$ cat src/rtl/ysyx_24080006_lsu_if.sv
// rtl/ysyx_24080006_lsu_if.sv - single-outstanding req/rsp data bus between the LSU and memory
interface ysyx_24080006_lsu_if #(
  parameter int XLEN = 32
);
  logic            mem_req_valid;
  logic            mem_req_ready;
  logic            mem_req_we;
  logic [XLEN-1:0] mem_req_addr;
  logic [XLEN-1:0] mem_req_wdata;
  logic [3:0]      mem_req_wstrb;
  logic            mem_rsp_valid;
  logic [XLEN-1:0] mem_rsp_rdata;
  logic            mem_rsp_err;

  modport master (
    output mem_req_valid, mem_req_we, mem_req_addr, mem_req_wdata, mem_req_wstrb,
    input  mem_req_ready, mem_rsp_valid, mem_rsp_rdata, mem_rsp_err
  );

  modport slave (
    input  mem_req_valid, mem_req_we, mem_req_addr, mem_req_wdata, mem_req_wstrb,
    output mem_req_ready, mem_rsp_valid, mem_rsp_rdata, mem_rsp_err
  );
endinterface

$ cat src/rtl/ysyx_24080006_lsu.sv
// rtl/ysyx_24080006_lsu.sv - memory-access stage: lane alignment, strobes, load extension, WBU handoff
// Optional misaligned-access fault: define YSYX_24080006_LSU_MISALIGN_CHECK_EN.
module ysyx_24080006_lsu #(
  parameter int XLEN = 32
) (
  input  logic                clock,
  input  logic                rst_n,
  input  logic                in_valid,
  output logic                in_ready,
  input  logic [XLEN-1:0]     in_pc,
  input  logic [XLEN-1:0]     in_inst,
  input  logic [XLEN-1:0]     in_dnpc,
  input  logic [XLEN-1:0]     in_alu_res,
  input  logic [XLEN-1:0]     in_sdata,
  input  logic [4:0]          in_rd_addr,
  input  logic [2:0]          in_funct3,
  input  logic                in_load,
  input  logic                in_store,
  input  logic                in_wb,
  ysyx_24080006_lsu_if.master mem,
  output logic                out_valid,
  input  logic                out_ready,
  output logic [XLEN-1:0]     out_pc,
  output logic [XLEN-1:0]     out_inst,
  output logic [XLEN-1:0]     out_dnpc,
  output logic [4:0]          out_rd_addr,
  output logic [XLEN-1:0]     out_rd_data,
  output logic                out_wb,
  output logic                out_err
);
  typedef enum logic [1:0] {IDLE, REQ, RSP, DONE} state_t;

  state_t          state_q, state_d;
  logic [XLEN-1:0] addr_q, sdata_q;
  logic [2:0]      funct3_q;
  logic            load_q, store_q, wb_q, err_q;
  logic            accept, mem_op, misalign;
  logic [7:0]      byte_sel;
  logic [15:0]     half_sel;
  logic [XLEN-1:0] load_data;

  assign accept = in_valid && (state_q == IDLE);
  assign mem_op = in_load || in_store;

`ifdef YSYX_24080006_LSU_MISALIGN_CHECK_EN
  always_comb begin
    case (in_funct3[1:0])
      2'b00:   misalign = 1'b0;
      2'b01:   misalign = in_alu_res[0];
      default: misalign = |in_alu_res[1:0];
    endcase
  end
`else
  assign misalign = 1'b0;
`endif

  always_ff @(posedge clock or negedge rst_n) begin
    if (!rst_n) state_q <= IDLE;
    else        state_q <= state_d;
  end

  always_comb begin
    state_d           = state_q;
    in_ready          = 1'b0;
    out_valid         = 1'b0;
    mem.mem_req_valid = 1'b0;
    case (state_q)
      IDLE: begin
        in_ready = 1'b1;
        if (in_valid) state_d = (mem_op && !misalign) ? REQ : DONE;
      end
      REQ: begin
        mem.mem_req_valid = 1'b1;
        if (mem.mem_req_ready) state_d = RSP;
      end
      RSP: begin
        if (mem.mem_rsp_valid) state_d = DONE;
      end
      default: begin
        out_valid = 1'b1;
        if (out_ready) state_d = IDLE;
      end
    endcase
  end

  // funct3[1:0]: 00 byte, 01 half, anything else is treated as a full word.
  always_comb begin
    case (addr_q[1:0])
      2'b00:   byte_sel = mem.mem_rsp_rdata[7:0];
      2'b01:   byte_sel = mem.mem_rsp_rdata[15:8];
      2'b10:   byte_sel = mem.mem_rsp_rdata[23:16];
      default: byte_sel = mem.mem_rsp_rdata[31:24];
    endcase
    half_sel = addr_q[1] ? mem.mem_rsp_rdata[31:16] : mem.mem_rsp_rdata[15:0];
    case (funct3_q)
      3'b000:  load_data = {{24{byte_sel[7]}}, byte_sel};
      3'b001:  load_data = {{16{half_sel[15]}}, half_sel};
      3'b100:  load_data = {24'd0, byte_sel};
      3'b101:  load_data = {16'd0, half_sel};
      default: load_data = mem.mem_rsp_rdata;
    endcase
  end

  always_comb begin
    mem.mem_req_we   = store_q;
    mem.mem_req_addr = {addr_q[XLEN-1:2], 2'b00};
    case (funct3_q[1:0])
      2'b00: begin
        mem.mem_req_wdata = {4{sdata_q[7:0]}};
        mem.mem_req_wstrb = 4'b0001 << addr_q[1:0];
      end
      2'b01: begin
        mem.mem_req_wdata = {2{sdata_q[15:0]}};
        mem.mem_req_wstrb = addr_q[1] ? 4'b1100 : 4'b0011;
      end
      default: begin
        mem.mem_req_wdata = sdata_q;
        mem.mem_req_wstrb = 4'b1111;
      end
    endcase
    if (!store_q) mem.mem_req_wstrb = 4'b0000;
  end

  assign out_err = err_q;
  assign out_wb  = wb_q && !store_q && !err_q;

  always_ff @(posedge clock or negedge rst_n) begin
    if (!rst_n) begin
      out_pc      <= '0;
      out_inst    <= '0;
      out_dnpc    <= '0;
      out_rd_addr <= '0;
      out_rd_data <= '0;
      addr_q      <= '0;
      sdata_q     <= '0;
      funct3_q    <= '0;
      load_q      <= 1'b0;
      store_q     <= 1'b0;
      wb_q        <= 1'b0;
      err_q       <= 1'b0;
    end else begin
      if (accept) begin
        out_pc      <= in_pc;
        out_inst    <= in_inst;
        out_dnpc    <= in_dnpc;
        out_rd_addr <= in_rd_addr;
        out_rd_data <= mem_op ? '0 : in_alu_res;
        addr_q      <= in_alu_res;
        sdata_q     <= in_sdata;
        funct3_q    <= in_funct3;
        load_q      <= in_load;
        store_q     <= in_store;
        wb_q        <= in_wb;
        err_q       <= mem_op && misalign;
      end
      // A faulted access writes back nothing, so its data is cleared too.
      if (state_q == RSP && mem.mem_rsp_valid) begin
        err_q       <= mem.mem_rsp_err;
        out_rd_data <= (load_q && !mem.mem_rsp_err) ? load_data : '0;
      end
    end
  end
endmodule

$ cat src/flat_wrapper.sv
// flat-port wrapper written by rule: the top's interface ports become plain ports
module ysyx_24080006_lsu_flat 
#(
  parameter int XLEN = 32
)
  (clock, rst_n, in_valid, in_ready, in_pc, in_inst, in_dnpc, in_alu_res, in_sdata, in_rd_addr, in_funct3, in_load, in_store, in_wb, out_valid, out_ready, out_pc, out_inst, out_dnpc, out_rd_addr, out_rd_data, out_wb, out_err, mem_mem_req_valid, mem_mem_req_we, mem_mem_req_addr, mem_mem_req_wdata, mem_mem_req_wstrb, mem_mem_req_ready, mem_mem_rsp_valid, mem_mem_rsp_rdata, mem_mem_rsp_err);
  ysyx_24080006_lsu_if #(.XLEN(XLEN)) mem_i ();
  input  logic clock;
  input  logic rst_n;
  input  logic in_valid;
  output logic in_ready;
  input  logic [XLEN-1:0] in_pc;
  input  logic [XLEN-1:0] in_inst;
  input  logic [XLEN-1:0] in_dnpc;
  input  logic [XLEN-1:0] in_alu_res;
  input  logic [XLEN-1:0] in_sdata;
  input  logic [4:0] in_rd_addr;
  input  logic [2:0] in_funct3;
  input  logic in_load;
  input  logic in_store;
  input  logic in_wb;
  output logic out_valid;
  input  logic out_ready;
  output logic [XLEN-1:0] out_pc;
  output logic [XLEN-1:0] out_inst;
  output logic [XLEN-1:0] out_dnpc;
  output logic [4:0] out_rd_addr;
  output logic [XLEN-1:0] out_rd_data;
  output logic out_wb;
  output logic out_err;
  output wire logic [$bits(mem_i.mem_req_valid)-1:0] mem_mem_req_valid;
  output wire logic [$bits(mem_i.mem_req_we)-1:0] mem_mem_req_we;
  output wire logic [$bits(mem_i.mem_req_addr)-1:0] mem_mem_req_addr;
  output wire logic [$bits(mem_i.mem_req_wdata)-1:0] mem_mem_req_wdata;
  output wire logic [$bits(mem_i.mem_req_wstrb)-1:0] mem_mem_req_wstrb;
  input wire logic [$bits(mem_i.mem_req_ready)-1:0] mem_mem_req_ready;
  input wire logic [$bits(mem_i.mem_rsp_valid)-1:0] mem_mem_rsp_valid;
  input wire logic [$bits(mem_i.mem_rsp_rdata)-1:0] mem_mem_rsp_rdata;
  input wire logic [$bits(mem_i.mem_rsp_err)-1:0] mem_mem_rsp_err;
  assign mem_mem_req_valid = mem_i.mem_req_valid;
  assign mem_mem_req_we = mem_i.mem_req_we;
  assign mem_mem_req_addr = mem_i.mem_req_addr;
  assign mem_mem_req_wdata = mem_i.mem_req_wdata;
  assign mem_mem_req_wstrb = mem_i.mem_req_wstrb;
  assign mem_i.mem_req_ready = mem_mem_req_ready;
  assign mem_i.mem_rsp_valid = mem_mem_rsp_valid;
  assign mem_i.mem_rsp_rdata = mem_mem_rsp_rdata;
  assign mem_i.mem_rsp_err = mem_mem_rsp_err;
  ysyx_24080006_lsu #(.XLEN(XLEN)) u_core (.clock(clock), .rst_n(rst_n), .in_valid(in_valid), .in_ready(in_ready), .in_pc(in_pc), .in_inst(in_inst), .in_dnpc(in_dnpc), .in_alu_res(in_alu_res), .in_sdata(in_sdata), .in_rd_addr(in_rd_addr), .in_funct3(in_funct3), .in_load(in_load), .in_store(in_store), .in_wb(in_wb), .mem(mem_i), .out_valid(out_valid), .out_ready(out_ready), .out_pc(out_pc), .out_inst(out_inst), .out_dnpc(out_dnpc), .out_rd_addr(out_rd_addr), .out_rd_data(out_rd_data), .out_wb(out_wb), .out_err(out_err));
endmodule
$ cat config.mk
export PLATFORM = sky130hd
export DESIGN_NAME = ysyx_24080006_lsu_flat
export DESIGN_NICKNAME = d
export VERILOG_FILES = /design/src/rtl/ysyx_24080006_lsu_if.sv /design/src/rtl/ysyx_24080006_lsu.sv /design/src/flat_wrapper.sv
export SDC_FILE = /design/constraint.sdc
export NUM_CORES = 1
export LEC_CHECK = 0
export CORE_AREA = 3 3 161 163
export CTS_BUF_LIST = sky130_fd_sc_hd__clkbuf_16
export CTS_CLUSTER_SIZE = 30
export DETAILED_ROUTE_END_ITERATION = 12
export DIE_AREA = 0 0 164 166
export PLACE_DENSITY = 0.81
export SETUP_SLACK_MARGIN = 0.05
export SLEW_MARGIN = 20
export SYNTH_ARGS = -nofsm -noshare
export SYNTH_HDL_FRONTEND = slang
export SYNTH_SLANG_ARGS = --single-unit
$ cat constraint.sdc
create_clock -name clock -period 3.9 [get_ports clock]
set_clock_uncertainty 0.15 [all_clocks]
set_input_delay 0.39 -clock clock [delete_from_list [all_inputs] [get_ports clock]]
set_output_delay 0.39 -clock clock [all_outputs]
set_load 0.005 [all_outputs]
# [Word-level counts from Yosys, hierarchy flattened]
# Index checks and enable logic that the tools add are counted.
# Widths: inputs -> output; s select.
[classes] reduce_logical=17 eq_ne=11 muxes=22 n_shift=1
[ops] op="$mux 32" n=4
[ops] op="$pmux 32 s4" n=1
[ops] op="$pmux 32 s2" n=1
[ops] op="$pmux 8 s3" n=1
[ops] op="$mux 16" n=1
[ops] op="$mux 2" n=5
[ops] op="$mux 4" n=2
[ops] op="$pmux 4 s2" n=1
[ops] op="$eq 2x1->1 const B" n=3
[ops] op="$eq 3x3->1 const B" n=2
[ops] op="$logic_not 2->1" n=3
[ops] op="$ne 2x2->1 const B" n=3
[ops] op="$pmux 2 s3" n=1
[ops] op="$logic_and 1x1->1" n=5
[ops] op="$mux 1" n=5
[ops] op="$eq 2x2->1 const B" n=2
[ops] op="$reduce_and 4->1" n=1
[ops] op="$reduce_bool 4->1" n=1
[ops] op="$shl 1x2->4 const A" n=1
[ops] op="$eq 3x1->1 const B" n=1
[ops] op="$logic_not 1->1" n=3
[ops] op="$logic_not 3->1" n=1
[ops] op="$reduce_or 3->1" n=1
[ops] op="$reduce_bool 2->1" n=1
[ops] op="$logic_or 1x1->1" n=1
[word_totals] ff_bits=206 elab_cells=64 output_inout_bits=207

# [Longest topological paths before layout]
# Gate-level depths: netlist (run 1).
[depth] depth_word=5 ltp_mapped=10

# [Least setup slack after synthesis (run 1)]
# Ideal clock, no wire load.
[synth_timing] path_kind="register to register" from="register u_core.state_q[0]" to="register u_core.addr_q[0]" path_stages_with_launch=8 path_buffers=3 path_slack_ps=1864 synth_period_minus_slack_ps=2036 required_time_ps=3625 arrival_ps=1761 setup_time_ps=125 cell_sequence="dfrtp_1 > inv_1 > ha_1 > and2_1 > buf_2 > buf_2 > buf_2 > mux2_2"
[synth_between] elab_chain_cells=2
[synth_rtl] element="from (decl)" line_no="ysyx_24080006_lsu.sv:33" rtl="state_t state_q, state_d;"
[synth_rtl] element="from (signal assigned)" line_no="ysyx_24080006_lsu.sv:59" rtl="else state_q <= state_d;"
[synth_rtl] element="$logic_not 2->1" line_no="ysyx_24080006_lsu.sv:42" rtl="assign accept = in_valid && (state_q == IDLE);"
[synth_rtl] element="$logic_and 1x1->1" line_no="ysyx_24080006_lsu.sv:42"
[synth_rtl] element="to (signal assigned)" line_no="ysyx_24080006_lsu.sv:148" rtl="addr_q <= in_alu_res;"
[synth_rtl] element="to (decl)" line_no="ysyx_24080006_lsu.sv:34" rtl="logic [XLEN-1:0] addr_q, sdata_q;"
# No other way between the ends.
# A chain may end at the register's enable or synchronous reset.

# [Final worst setup path (run 1)]
[layout_timing] from="register u_core.funct3_q[0]" to="output mem_mem_req_wstrb[0]"
[layout_between] elab_chain_cells=3
[layout_rtl] element="from (decl)" line_no="ysyx_24080006_lsu.sv:35" rtl="logic [2:0] funct3_q;"
[layout_rtl] element="from (signal assigned)" line_no="ysyx_24080006_lsu.sv:150" rtl="funct3_q <= in_funct3;"
[layout_rtl] element="$eq 2x1->1 / $logic_not 2->1 (equally long branches)" line_no="ysyx_24080006_lsu.sv:107" rtl="case (funct3_q[1:0])"
[layout_rtl] element="$pmux 4 s2 (*)" line_no="ysyx_24080006_lsu.sv:107"
[layout_rtl] element="$mux 4 (*)" line_no="ysyx_24080006_lsu.sv:121" rtl="if (!store_q) mem.mem_req_wstrb = 4'b0000;"
[layout_rtl] element="to (decl)" line_no="flat_wrapper.sv:35" rtl="output wire logic [$bits(mem_i.mem_req_wstrb)-1:0] mem_mem_req_wstrb;"
# Mark *: on every way between the ends. The rest lies on a longest branch, timed or not.

==> results of run 1 <==
==> power breakdown <==
part | leakage (nW) | internal (W) | switching (W)
sequential | 2.48 | 0.00322 | 0.000696
combinational | 2.89 | 0.00349 | 0.00194
clock | 0.407 | 0.00138 | 0.000888
==> flip-flops by register name (all words and copies together) (netlist names) <==
signal,count
u_core.addr_q,32
u_core.out_dnpc,32
u_core.out_inst,32
u_core.out_pc,32
u_core.out_rd_data,32
u_core.sdata_q,32
u_core.out_rd_addr,5
u_core.funct3_q,3
u_core.state_q,2
u_core.load_q,1
u_core.mem.mem_req_we,1
u_core.out_err,1
u_core.wb_q,1
==> timing repair <==
item	in CTS	in global routing
endpoints found under the hold margin	71	0
hold buffers	1	0
setup endpoints to repair	0	0
resized for setup	0	0
==> metal layers <==
metal | track usage [%] | vias up | wire length [um] | share of wire, %
met5 | 0 | - | 7 | 0.024
met4 | 6.25 | 2 | 796 | 2.7
met3 | 7.13 | 50 | 3010 | 10
met2 | 35.8 | 363 | 14600 | 50
met1 | 23.1 | 3477 | 10700 | 37
li1 | - | 3197 | - | -
==> worst register-to-register path, stage by stage (launching register included) <==
cell      delay, ns
dfrtp_1        0.40
inv_1          0.11
ha_1           0.42
and4b_1        0.45
and2_1         0.56
a22oi_1        0.19
o211ai_1       0.19
==> worst max path at each step <==
| stage | start | endpoint | cells past startpoint |
|---|---|---|---|
| floorplan | u_core.state_q[0] | u_core.addr_q[0] | 7 |
| finish | u_core.funct3_q[0] | mem_mem_req_wstrb[0] | 4 |
| global placement | in_valid | u_core.funct3_q[0] | 4 |
| detailed placement | mem_mem_rsp_valid | u_core.out_rd_data[21] | 6 |
| CTS | u_core.funct3_q[0] | mem_mem_req_wstrb[0] | 4 |
| global route | u_core.addr_q[0] | mem_mem_req_wstrb[0] | 4 |
==> final cells by class <==
type / instances / share of cell area (%)
diodes: 2 / 0.0353
inverters: 6 / 0.159
multi-input cells: 391 / 24.7
flip-flops and latches: 206 / 36.4
clock inverters: 18 / 1.38
well taps: 324 / 2.86
repair buffers: 428 / 30.2
clock buffers: 24 / 4.24
==> stage by stage <==
step / cells / power, W / instance area (um^2)
2_1_floorplan: 687 / 0.00642 / 9230
3_3_place_gp: 1354 / 0.00928 / 13400
3_5_place_dp: 1354 / 0.00941 / 13400
4_1_cts: 1397 / 0.0117 / 14200
5_1_grt: 1399 / 0.0123 / 14200
6_report: 1399 / 0.0116 / 14200
==> cell usage after synthesis (2+ instances only) <==
cell type	number	share of area, %
nor3b_1	2	0.16
ha_1	4	0.54
and3b_1	7	0.66
buf_1	2	0.081
o211ai_1	16	1.3
o21ai_0	21	1.1
buf_2	18	0.98
buf_4	49	4.0
buf_6	4	0.49
dfrtp_1	206	56
a22oi_1	31	2.5
nand2b_1	2	0.14
nand2_1	27	1.1
a211o_1	6	0.57
a221oi_1	8	0.76
and2_1	2	0.14
mux2i_1	12	1.3
o21ai_1	11	0.60
clkbuf_1	11	0.45
mux2_2	188	23
nor2b_1	3	0.20
a21oi_1	11	0.60
or3_1	8	0.54
nor2_1	6	0.24
o21a_1	2	0.16
inv_1	6	0.24
==> cells by family after synthesis <==
| kind of cell | count (synthesis) | synth area share [%] |
|---|---|---|
| buffers and inverters | 90 | 6.22 |
| DFF | 206 | 55.9 |
| and+or+nand+nor | 67 | 4.03 |
| muxes | 201 | 24.5 |
| other | 1 | 0.0406 |
| AOI/OAI and AO/OA | 117 | 8.80 |
| adders and majority gates | 4 | 0.542 |
==> impl_metrics.ini, run 1 <==
[layout]
final_common_cell = clkdlybuf4s50_1
seqCellArea_um2 = 5150
fin_nets = 1271
area_growth_pct = 53.6
final_layout_size_suffix_gt1_share_pct = 22.7
multi_input_area_um2 = 3510
mostFrequentLayoutCells = clkdlybuf4s50_1, dfrtp_1, mux2_2, a22oi_1, nand2_1
nFillCells = 1955
final_util_pct = 57.9

[sta]
hold_ws_ns = 0.302
grt_setup_unrepaired = no
hold_viol = 0
finalWorstSetupSlack_ns = 0.750
timing.final.crit_share_pct = 80.8
tightestPinTransition_ns = 0.705
min_period_ns = 3.15
fmax_mhz = 317
slew_headroom_pct = 53.0
slew_viol_final = 0
final-setup-viol-count = 0
finalSetupTns_ns = 0

[global_routing]
antenna_found_initial = 3
grt_max_degree = 96
grt_pass1_wl_um = 43600
overflow = 0
groute.usage.overall_pct = 20.4
grt_pass1_vias = 7547

[placed_design]
hpwl_um = 22200
gp_congestion = 0.858
dp_slack_ns = 1.16
portBuffers = 414

[routing]
vias = 7089
first_pass_iters = 5
via_per_inst = 5.07
drt-wirelength-per-cell_um = 20.8
wl_um = 29100
ant_nets = 0
drt-initial-drc-count = 506
drc = 0

[die]
die_x_um = 164
num_rows = 57
io_pins = 417
dieArea_um2 = 27200
initial_utilization_pct = 37.7
die_y_um = 166
coreArea_um2 = 24500

[logic_synthesis]
synth_cell_type_count = 49
synth_area_per_cell_um2 = 13.4
yosys_register_bits = 206
synth_edf_count = 0
synth.cell_area_um2 = 9230
synthArstFlopShare_pct = 100
synth_warnings = 0
seq_area_frac_synth_pct = 55.9
synthCells = 686
ys.flop_type = dfrtp_1

[clock_tree]
cts.sinks = 206
path_clk_slew_ns = 0.06
h-tree-depth = 1
cts_tree = built
clk-insertion-delay-late_ns = 0.51
cts_setup_buffers = 0
clock-root-buffer = clkbuf_16
cts_made_buffers = 24
clock_path_buffers = 3

[job]
max_cap_viol_count = 0

[power]
vdd_drop_max_mv = 0.585
p_leak_nw = 5.78
power_density_nw_per_um2 = 820

[critical_path]
r2r-start = u_core.state_q[0]
cp_top_family = simple AND/OR/NAND/NOR gates
start_kind = flop
required_ns = 3.36
critPathBufInv = 1
critPathMaxFanout = 16
critPathMaxStageDelay_ns = 0.54
cp_slowest_cell = a21oi_1
setup.worst_path.class = flop to primary output
reg2regPathDepth = 6
worstPathCellList = nand2b_1 -> a21oi_1 -> nor2b_1 -> clkdlybuf4s50_1
cp.arrival_ns = 2.61
end_kind = primary output
r2r-end = u_core.out_rd_data[21]
r2r_setup_slack_ns = 1.35

[run_status]
status = finished, final reports clean

[worst_hold_path]
hp-class = primary input to asynchronous set/reset pin
Power figures use the tool's default switching activity.
==> inputs of run 2 (changes only) <==
Settings changed: CORE_AREA 3 3 161 163 to unset, CORE_MARGIN set to 3, CORE_UTILIZATION set to 38, DIE_AREA 0 0 164 166 to unset, PLACE_DENSITY 0.81 to 0.85.
Clock period 3.9 ns to 2.7 ns, I/O delays scaled along.
==> run 2 against run 1 <==
Final cell count stayed put. Largest power group unchanged. Largest cell class unchanged. Utilization up 1.9 points. Register-to-register slack worse by 1.1 ns. Sequential power is 44% higher. Highest routed layer is now met4. Critical endpoint is now mem_mem_req_wstrb[2].
==> impl_metrics.ini, run 2 (synthesized netlist as in run 1, its figures left out) <==
[routing]
drc = 0
first_pass_iters = 5
vias = 7281
via_per_inst = 5.20
drt-initial-drc-count = 358
ant_nets = 0
wl_um = 29700
drt-wirelength-per-cell_um = 21.2

[sta]
final-setup-viol-count = 0
slew_headroom_pct = 59.6
tightestPinTransition_ns = 0.606
timing.final.crit_share_pct = 94.1
hold_viol = 0
fmax_mhz = 393
grt_setup_unrepaired = no
finalSetupTns_ns = 0
slew_viol_final = 0
min_period_ns = 2.54

[global_routing]
grt_max_degree = 71
grt_pass1_wl_um = 45100
overflow = 0
grt_pass1_vias = 7906
antenna_found_initial = 1
groute.usage.overall_pct = 21.9

[placed_design]
hpwl_um = 22300
placed_area_um2 = 13500
portBuffers = 414
gp_congestion = 0.854

[die]
initial_utilization_pct = 39.0
coreArea_um2 = 23700
die_x_um = 162
num_rows = 56
dieArea_um2 = 26200
die_y_um = 162
io_pins = 417

[layout]
final_cell_area_um2 = 14200
nFillCells = 1896
area_growth_pct = 53.5
fin_nets = 1281
final_layout_size_suffix_gt1_share_pct = 22.9
mostFrequentLayoutCells = clkdlybuf4s50_1, dfrtp_1, mux2_2, a22oi_1, nand2_1
final_common_cell = clkdlybuf4s50_1

[critical_path]
critPathMaxFanout = 15
cp.arrival_ns = 2.12
start_kind = flop
required_ns = 2.28
setup.worst_path.class = flop to primary output
end_kind = primary output

[clock_tree]
cts_made_buffers = 23
cts.sinks = 206
cts_setup_buffers = 0
cts_tree = built
clock_path_buffers = 3
clk-insertion-delay-late_ns = 0.50
clock-root-buffer = clkbuf_16
h-tree-depth = 1
path_clk_slew_ns = 0.06

[power]
p_leak_nw = 5.80
power_w = 0.0165
vdd_drop_max_mv = 0.698
power_density_nw_per_um2 = 1170

[run_status]
status = finished, final reports clean

[worst_hold_path]
hp-class = primary input to asynchronous set/reset pin

[job]
max_cap_viol_count = 0
run 2: final cells by class:
class	count	area, um^2	area share, %
flip-flops and latches	206	5160	36.4
repair buffers	439	4410	31.2
multi-input cells	391	3510	24.8
clock buffers	23	576	4.06
well taps	319	399	2.82
clock inverters	14	85.1	0.601
inverters	6	22.5	0.159
diodes	1	2.50	0.0177
run 2: stage by stage:
| stage | hold WS, ns | setup WS (ns) | cells | utilization (%) |
|---|---|---|---|---|
| 2_1_floorplan | -0.176 | 0.664 | 687 | - |
| 3_3_place_gp | 0.182 | 0.257 | 1360 | 56.9 |
| 3_5_place_dp | 0.184 | 0.315 | 1360 | 56.9 |
| 4_1_cts | 0.204 | 0.0265 | 1398 | 59.7 |
| 5_1_grt | 0.211 | 0.0626 | 1399 | 59.8 |
| 6_report | 0.210 | 0.158 | 1399 | 59.8 |
run 2: final timing paths:
| kind | end | slack [ns] | startpoint | cells past startpoint |
|---|---|---|---|---|
| max in group asynchronous | u_core.out_rd_data[15] | 1.47 | rst_n | 3 |
| hold / removal | u_core.addr_q[17] | 0.21 | rst_n | 2 |
| min in group clock | u_core.funct3_q[2] | 0.22 | in_funct3[2] | 2 |
| setup reg to reg | u_core.out_rd_data[17] | 0.28 | u_core.state_q[0] | 7 |
| setup / recovery | mem_mem_req_wstrb[2] | 0.16 | u_core.funct3_q[0] | 6 |
| hold reg to reg | u_core.out_dnpc[21] | 0.35 | u_core.out_dnpc[21] | 1 |
run 2: critical path: stages (launching register included):
cell and delay, ns:
dfrtp_2 0.43, buf_8 0.15, nand2b_1 0.15, buf_6 0.17
a21oi_1 0.08, nor2b_1 0.11, clkdlybuf4s50_1 0.52
run 2: layer usage:
| metal | vias to the layer above | wire [um] | global-route usage [%] |
|---|---|---|---|
| met3 | 72 | 2930 | 7.17 |
| li1 | 3207 | - | - |
| met2 | 402 | 14700 | 37.9 |
| met1 | 3600 | 10800 | 24.9 |
| met4 | 0 | 1260 | 9.23 |
| met5 | - | 0 | 0 |
run 2: what timing repair did:
action                                  4_1_cts  5_1_grt
endpoints found under the setup margin        8        2
gates resized for setup                       1        5
gates cloned                                  0        0
hold endpoints to repair                     65        0
hold buffers                                  1        0
run 2: report_power, final:
part	total, W	internal [W]	switching [W]
combinational	0.00808	0.00514	0.00294
clock	0.00281	0.00162	0.00119
sequential	0.00562	0.00465	0.000970
==> inputs of run 3 (changes only) <==
Settings changed: HOLD_SLACK_MARGIN set to 0.15.
==> results of run 3 <==
Same layout as run 2: the final DEF is identical, and so are final timing and power.
